**config.mk**
```make
export PLATFORM = sky130hd
export DESIGN_NAME = pwm_capture
export DESIGN_NICKNAME = d
export VERILOG_FILES = /design/src/rtl/pwm_capture.sv
export SDC_FILE = /design/constraint.sdc
export NUM_CORES = 1
export LEC_CHECK = 0
export CAP_MARGIN = 25
export CORE_AREA = 2 2 127 129
export DETAILED_ROUTE_END_ITERATION = 12
export DIE_AREA = 0 0 129 131
export DONT_BUFFER_PORTS = 1
export PLACE_DENSITY_LB_ADDON = 0.15
export SETUP_SLACK_MARGIN = 0.05
export SYNTH_ARGS = -nofsm -noshare
export SYNTH_HDL_FRONTEND = slang
export SYNTH_SLANG_ARGS = --single-unit
```
**constraint.sdc**
```tcl
create_clock -name clk -period 2.1 [get_ports clk]
set_input_delay 0.42 -clock clk [delete_from_list [all_inputs] [get_ports clk]]
set_output_delay 0.42 -clock clk [all_outputs]
set_load 0.05 [all_outputs]
```
**src/rtl/pwm_capture.sv**
```systemverilog
// pwm_capture
//   Measures period and high time of an incoming PWM waveform in clk cycles.
//   Both values are reported once per PWM period with a one-cycle valid strobe.
//   A line that stops toggling is flagged as stuck after TIMEOUT_CYCLES cycles
//   without a rising edge.
//
// Ports
//   clk          system clock, posedge
//   rst          asynchronous active-low reset
//   pwm_in       asynchronous PWM input
//   period       cycles between the last two rising edges
//   high_time    cycles the input was high within that period
//   valid        one-cycle strobe, period/high_time updated in the same cycle
//   stuck        set on timeout, cleared on the next valid
//   stuck_level  input level seen at timeout (0 = stuck low, 1 = stuck high)
//
// Build option
//   PWM_CAPTURE_FILTER_EN  inserts a glitch filter of FILTER_LEN cycles
//                          between the synchronizer and the edge detector.
//
// state | meaning
// IDLE  | waiting for the first rising edge
// ARMED | first edge seen, no complete period measured yet
// RUN   | every rising edge reports a full period

`timescale 1ns/1ps

module pwm_capture #(
    parameter int CNT_WIDTH      = 20,
    parameter int TIMEOUT_CYCLES = 2**CNT_WIDTH - 1,
    parameter int FILTER_LEN     = 4
) (
    input  logic                 clk,
    input  logic                 rst,
    input  logic                 pwm_in,
    output logic [CNT_WIDTH-1:0] period,
    output logic [CNT_WIDTH-1:0] high_time,
    output logic                 valid,
    output logic                 stuck,
    output logic                 stuck_level
);

    typedef enum logic [1:0] {
        IDLE  = 2'd0,
        ARMED = 2'd1,
        RUN   = 2'd2
    } state_t;

    localparam logic [CNT_WIDTH-1:0] CNT_MAX     = '1;
    localparam logic [CNT_WIDTH-1:0] CNT_ONE     = CNT_WIDTH'(1);
    localparam logic [CNT_WIDTH-1:0] TIMEOUT_VAL = CNT_WIDTH'(TIMEOUT_CYCLES);

    if (TIMEOUT_CYCLES < 2) begin : g_bad_timeout
        $error("pwm_capture: TIMEOUT_CYCLES must be >= 2");
    end
    if (FILTER_LEN < 2) begin : g_bad_filter
        $error("pwm_capture: FILTER_LEN must be >= 2");
    end

    logic                 meta;
    logic                 s1;
    logic                 s2;
    logic                 lvl;
    logic                 rise;
    logic                 fall;
    logic [CNT_WIDTH-1:0] cnt;
    logic [CNT_WIDTH-1:0] hi_latch;
    state_t               state_q;
    state_t               state_d;
    logic                 meas;
    logic                 tmo;

    always_ff @(posedge clk or negedge rst) begin
        if (!rst) begin
            meta <= 1'b0;
            s1   <= 1'b0;
        end else begin
            meta <= pwm_in;
            s1   <= meta;
        end
    end

`ifdef PWM_CAPTURE_FILTER_EN
    localparam int FW = (FILTER_LEN > 2) ? $clog2(FILTER_LEN) : 1;
    localparam logic [FW-1:0] F_LAST = FW'(FILTER_LEN - 1);
    localparam logic [FW-1:0] F_ONE  = FW'(1);

    logic [FW-1:0] fcnt;
    logic          filt;

    // The filtered level follows s1 only after s1 has differed from it for
    // FILTER_LEN consecutive cycles, so both edges get the same delay.
    always_ff @(posedge clk or negedge rst) begin
        if (!rst) begin
            fcnt <= '0;
            filt <= 1'b0;
        end else if (s1 == filt) begin
            fcnt <= '0;
        end else if (fcnt == F_LAST) begin
            fcnt <= '0;
            filt <= s1;
        end else begin
            fcnt <= fcnt + F_ONE;
        end
    end

    assign lvl = filt;
`else
    assign lvl = s1;
`endif

    always_ff @(posedge clk or negedge rst) begin
        if (!rst) begin
            s2 <= 1'b0;
        end else begin
            s2 <= lvl;
        end
    end

    assign rise = lvl & ~s2;
    assign fall = ~lvl & s2;

    // cnt holds the number of cycles since the last rise, inclusive of the
    // current one, so on the next rise it equals the period.
    always_ff @(posedge clk or negedge rst) begin
        if (!rst) begin
            cnt      <= '0;
            hi_latch <= '0;
        end else begin
            if (rise) begin
                cnt <= CNT_ONE;
            end else if (cnt != CNT_MAX) begin
                cnt <= cnt + CNT_ONE;
            end
            if (fall) begin
                hi_latch <= cnt;
            end
        end
    end

    always_ff @(posedge clk or negedge rst) begin
        if (!rst) begin
            state_q <= IDLE;
        end else begin
            state_q <= state_d;
        end
    end

    always_comb begin
        state_d = state_q;
        meas    = 1'b0;
        tmo     = 1'b0;
        case (state_q)
            IDLE: begin
                if (rise) begin
                    state_d = ARMED;
                end
            end
            ARMED: begin
                // This rise closes a full period, but hi_latch may predate
                // the first rise, so it is dropped.
                if (rise) begin
                    state_d = RUN;
                end else if (cnt == TIMEOUT_VAL) begin
                    tmo     = 1'b1;
                    state_d = IDLE;
                end
            end
            RUN: begin
                if (rise) begin
                    meas = 1'b1;
                end else if (cnt == TIMEOUT_VAL) begin
                    tmo     = 1'b1;
                    state_d = IDLE;
                end
            end
            default: begin
                state_d = IDLE;
            end
        endcase
    end

    always_ff @(posedge clk or negedge rst) begin
        if (!rst) begin
            period      <= '0;
            high_time   <= '0;
            valid       <= 1'b0;
            stuck       <= 1'b0;
            stuck_level <= 1'b0;
        end else begin
            valid <= meas;
            if (meas) begin
                period    <= cnt;
                high_time <= hi_latch;
                stuck     <= 1'b0;
            end else if (tmo) begin
                period      <= '0;
                high_time   <= '0;
                stuck       <= 1'b1;
                stuck_level <= lvl;
            end
        end
    end

endmodule

```
==> results of run 1 <==
==> worst max-delay path, cell delays in order (launching register included) <==
cell     delay [ns]
dfrtp_1        0.44
nand3_4        0.14
or3_1          0.45
nor3_4         0.23
buf_4          0.19
mux2_2         0.34
==> repair_timing <==
item	4_1_cts	5_1_grt
setup endpoints to repair	0	34
endpoints found under the hold margin	88	88
gates resized for setup	0	5
==> synthesized netlist by cell type, drive strengths merged, types with 2 or more instances <==
cell,n,area (µm²)
a21oi,13,65.1
a31oi,5,31.3
a41oi,2,17.5
and3,4,25.0
and4,2,17.5
buf,10,47.5
clkbuf,15,61.3
dfrtp,88,2200
ha,5,62.6
inv,8,30.0
mux2,17,191
mux2i,2,20.0
nand2,90,338
nand2b,4,25.0
nand3,11,60.1
nand4,3,18.8
nor2,8,30.0
nor3,14,81.3
nor4,4,25.0
o211ai,2,15.0
o21ai,47,235
o22ai,4,25.0
o31ai,5,37.5
or3,3,18.8
or4,4,30.0
==> how the worst min path moves through the flow <==
stage	start	end
floorplan	rst	cnt[0]
global placement	rst	high_time[18]
detailed placement	rst	high_time[18]
CTS	rst	high_time[18]
global route	rst	hi_latch[15]
finish	rst	hi_latch[18]
==> cell usage in the layout, fill, tap and decap left out, types with 2 or more instances in the layout <==
master,n
mux2_2,17
clkbuf_16,9
nand2_1,90
o31ai_1,5
a41oi_1,2
o21ai_1,2
and4_1,2
nand2b_1,4
dfrtp_1,86
and3_1,4
clkinv_2,3
nor4_1,4
nand3_1,9
ha_1,5
a21oi_1,13
mux2i_1,2
nor3_1,13
or3_1,3
a31oi_1,5
o22ai_1,4
or4_1,4
nand4_1,3
nor2_1,8
dfrtp_2,2
o21ai_0,45
o211ai_1,2
buf_4,23
clkbuf_8,2
inv_1,7
==> power by group through the flow <==
stage	Sequential, mW	Combinational, mW	Clock, mW
after detailed placement	2.33	0.460	0
final	2.29	0.451	1.54
after floorplan	2.28	0.315	0
after CTS	2.30	0.461	1.59
after global routing	2.32	0.522	1.66
after global placement	2.32	0.451	0
==> state kept, by name, summed over array words and instances, names as in the netlist <==
| register | count |
|---|---|
| valid | 1 |
| stuck_level | 1 |
| lvl | 1 |
| meta | 1 |
| hi_latch | 20 |
| cnt | 20 |
| s2 | 1 |
| stuck | 1 |
| state_q | 2 |
| high_time | 20 |
| period | 20 |
==> cell type report <==
type                            count  area (µm²)  share of cell area
Tap cell                          216         270              0.0606
Sequential cell                    88        2200               0.495
Clock buffer                       11         253              0.0567
Clock inverter                      5        31.3             0.00702
Inverter                            8        30.0             0.00674
Timing Repair Buffer               25         204              0.0457
Multi-Input combinational cell    259        1470               0.329
==> routing by layer <==
metal / global-route usage / wire length [µm] / vias up
met5: 0 / 0 / -
met4: 0.0633 / 225 / 0
met3: 0.0224 / 317 / 14
met2: 0.199 / 4510 / 54
met1: 0.161 / 4610 / 1364
li1: - / - / 1359
==> through the flow <==
step / std cells / setup WS (ns)
4_1_cts: 612 / 0.109
3_5_place_dp: 596 / 0.118
6_report: 612 / 0.185
2_1_floorplan: 380 / 0.225
3_3_place_gp: 596 / 0.140
5_1_grt: 612 / 0.0593
==> cells by family (layout without fill, tap and decap cells) <==
| logic type | count (synthesis) | count (layout) | share of synthesized area |
|---|---|---|---|
| and+or+nand+nor | 149 | 149 | 0.180 |
| adders and majority gates | 5 | 5 | 0.0165 |
| AOI/OAI and AO/OA | 86 | 86 | 0.131 |
| buffers and inverters | 33 | 49 | 0.0366 |
| DFF | 88 | 88 | 0.580 |
| muxes | 19 | 19 | 0.0557 |
==> out/qor.yml, run 1 <==
drc: 0
start_util: 0.243
firstDrtPassIters: 4
rsz0062_at_grt: "false"
synth_cells: 380
cts_max_level: 3
placed_cell_area_mm2: 0.00416
grt_pass1_vias: 2870
antenna_found_initial: 0
dpl.hpwl_mm: 6.39
post-route-cell-area_mm2: 0.00446
die_w_um: 129
io_buffers: 0
ys_ff_latch: 88
fin_skew_ns: 0.00625
cts_tree: "done"
cts_buffers: 9
synth_area_per_cell_um2: 9.98
overflow: 0
area_growth_pct: 17.5
worstPathRequired_ns: 2.33
clockPowerShare: 0.360
clk_latency_ns: 0.35
cts.sinks: 88
yosysSeqAreaShare: 0.580
critPathKind: "reg -> reg"
syn_area_mm2: 0.00379
yosysWarningCount: 0
die_h_um: 131
drv_slew: 0
power.total_mw: 4.29
dr.first_iter.drc_count: 174
crit_start: "cnt[10]"
async_reset_ff_frac: 1.00
grt_first_pass_wirelength_mm: 15.9
maxCapViolCount: 0
critPathCaptureType: "flop"
timing_hold_violations_final: 88
slew_headroom: 0.645
worst_ep_arrival_time_ns: 2.15
cp_max_fo: 9
period_needed_ns: 1.91
drive_gt1_frac: 0.162
ff2ff_path_depth: 5
syn-num-nets: 388
ff2ff_setup_slack_ns: 0.19
ir_drop_mv: 0.380
synthFlopType: "dfrtp_1"
pin_count: 46
totalWireLength_mm: 9.66
p_int_mw: 2.92
power_density_mw_per_mm2: 961
swShare: 0.319
synth.distinct_cells: 42
n_antenna_cell: 0
drt-wirelength-per-cell_um: 15.8
clkTransAtPathRegs_ns: 0.06
ant_nets: 0
clock_path_buffers: 2
crit_path_start_kind: "flop"
nNetsFinal: 399
p_sw_mw: 1.37
via_per_inst: 4.56
fmax_mhz: 522
hold_slack_ns: -0.235
violations: "negative hold slack"
utilization: 0.286
place.gp.congestion: 0.760
finalCritPeriodShare: 0.912
worst_pin_slew_ns: 0.529
leakagePower_nw: 1.92
track_usage: 0.124
outcome: "finished with violations"
crit_path_end: "stuck_level"
pwr-share-comb: 0.105
setup_viol_count_final: 0
num_vias: 2791
reg2reg_from: "cnt[10]"
seqPwrFrac: 0.535
synth_edf_count: 0
die_area_mm2: 0.0169
nFillCells: 1642
num_rows: 46
r2r_end: "stuck_level"
hold_class: "in -> async"
cts_root_buf: "clkbuf_16"
grt_max_degree: 89
tns_ns: 0
postCtsSetupBuffers: 0
fp.coreArea_mm2: 0.0156
Note: power is estimated with default switching activity, not from simulation.
==> run 2, diff against run 1 <==
CELL_PAD_IN_SITES_DETAIL_PLACEMENT = 1   (was not set)
CELL_PAD_IN_SITES_GLOBAL_PLACEMENT = 2   (was not set)
==> run 2 against run 1 <==
  * The run still ends with negative hold slack left
  * Utilization grew 0.69 points
  * Clock-buffer cell count shrank 1
  * Die area is the same
  * Clock skew grew 0.00061 ns
==> out/qor.yml, run 2 (synthesis results as in run 1) <==
outcome: "finished with violations"
violations: "negative hold slack"
leakagePower_nw: 1.98
drive_gt1_frac: 0.167
drt-wirelength-per-cell_um: 17.1
die_h_um: 131
power.total_mw: 4.51
worst_ep_arrival_time_ns: 2.15
place.gp.congestion: 0.764
post-route-cell-area_mm2: 0.00457
ir_drop_mv: 0.399
start_util: 0.243
critPathKind: "reg -> reg"
rsz0062_at_grt: "false"
cts.sinks: 88
cts_max_level: 3
antenna_found_initial: 0
tns_ns: 0
hold_slack_ns: -0.236
ant_nets: 0
via_per_inst: 4.63
r2r_end: "cnt[17]"
cts_root_buf: "clkbuf_16"
maxCapViolCount: 0
postCtsSetupBuffers: 0
final_cell_mix: "90 x nand2_1, 88 x dfrtp_1, 45 x o21ai_0"
cts_buffers: 9
firstDrtPassIters: 4
fin_skew_ns: 0.00686
crit_path_start_kind: "flop"
dpl.cell_count: 603
reg2reg_from: "cnt[12]"
grt_max_degree: 89
critPathCaptureType: "flop"
num_vias: 2863
power_density_mw_per_mm2: 988
cp_max_fo: 8
placed_cell_area_mm2: 0.00425
ctsResizeCount: 0
n_antenna_cell: 0
stdcell_count: 618
track_usage: 0.134
nNetsFinal: 406
slew_headroom: 0.655
worstPathRequired_ns: 2.38
dpl.hpwl_mm: 7.19
grt_pass1_vias: 3060
ff2ff_path_depth: 5
pin_count: 46
timing_hold_violations_final: 88
dr.first_iter.drc_count: 152
drv_slew: 0
num_rows: 46
cts_tree: "done"
hold_class: "in -> async"
drc: 0
multi_input_area_mm2: 0.00145
clkTransAtPathRegs_ns: 0.06
overflow: 0
clock_path_buffers: 2
grt_first_pass_wirelength_mm: 17.1
finalCritPeriodShare: 0.892
nFillCells: 1777
fp.coreArea_mm2: 0.0156
fmax_mhz: 534
period_needed_ns: 1.87
setup_viol_count_final: 0
die_area_mm2: 0.0169
final_common_cell: "nand2_1"
worst_pin_slew_ns: 0.517
io_buffers: 0
totalWireLength_mm: 10.6
regArea_mm2: 0.00220
ff2ff_setup_slack_ns: 0.23
area_growth_pct: 20.3
clk_latency_ns: 0.35
die_w_um: 129
## run 2: metal layers
metal	wire length (µm)	global-route usage	vias up
met3	329	0.0265	14
met4	234	0.0665	0
met1	5100	0.173	1449
met2	4900	0.217	36
met5	0	0	-
li1	-	-	1364
## run 2: how the worst max path moves through the flow
stage	end	slack (ns)	start
global route	cnt[18]	0.12	cnt[0]
CTS	cnt[17]	0.22	cnt[12]
floorplan	state_q[1]	0.22	cnt[0]
finish	cnt[17]	0.23	cnt[12]
detailed placement	cnt[17]	0.24	cnt[12]
global placement	cnt[17]	0.26	cnt[14]
## run 2: layout make-up
| cell class | instances | area share |
|---|---|---|
| Tap cell | 216 | 0.0592 |
| Multi-Input combinational cell | 259 | 0.318 |
| Inverter | 8 | 0.00658 |
| Clock buffer | 10 | 0.0523 |
| Clock inverter | 5 | 0.0178 |
| Sequential cell | 88 | 0.482 |
| Timing Repair Buffer | 32 | 0.0636 |
## run 2: stage by stage
step / util / hold slack [ns] / setup WS (ns)
final: 0.293 / -0.236 / 0.226
after floorplan: - / 0.124 / 0.225
after detailed placement: 0.272 / 0.130 / 0.237
after CTS: 0.293 / -0.249 / 0.218
after global placement: 0.272 / 0.129 / 0.263
after global routing: 0.293 / -0.251 / 0.117
## run 2: critical path: stages (launching register included)
cell and delay (ns):
dfrtp_1 0.43, nand3_2 0.11, buf_4 0.18, or3_1 0.41
or4_1 0.52, a21oi_1 0.15
## run 2: report_power, final
group          switching [mW]  total [mW]  internal (mW)
Clock                   0.692        1.76           1.07
Sequential              0.432        2.29           1.85
Combinational           0.260       0.464          0.204
Total                    1.38        4.51           3.13
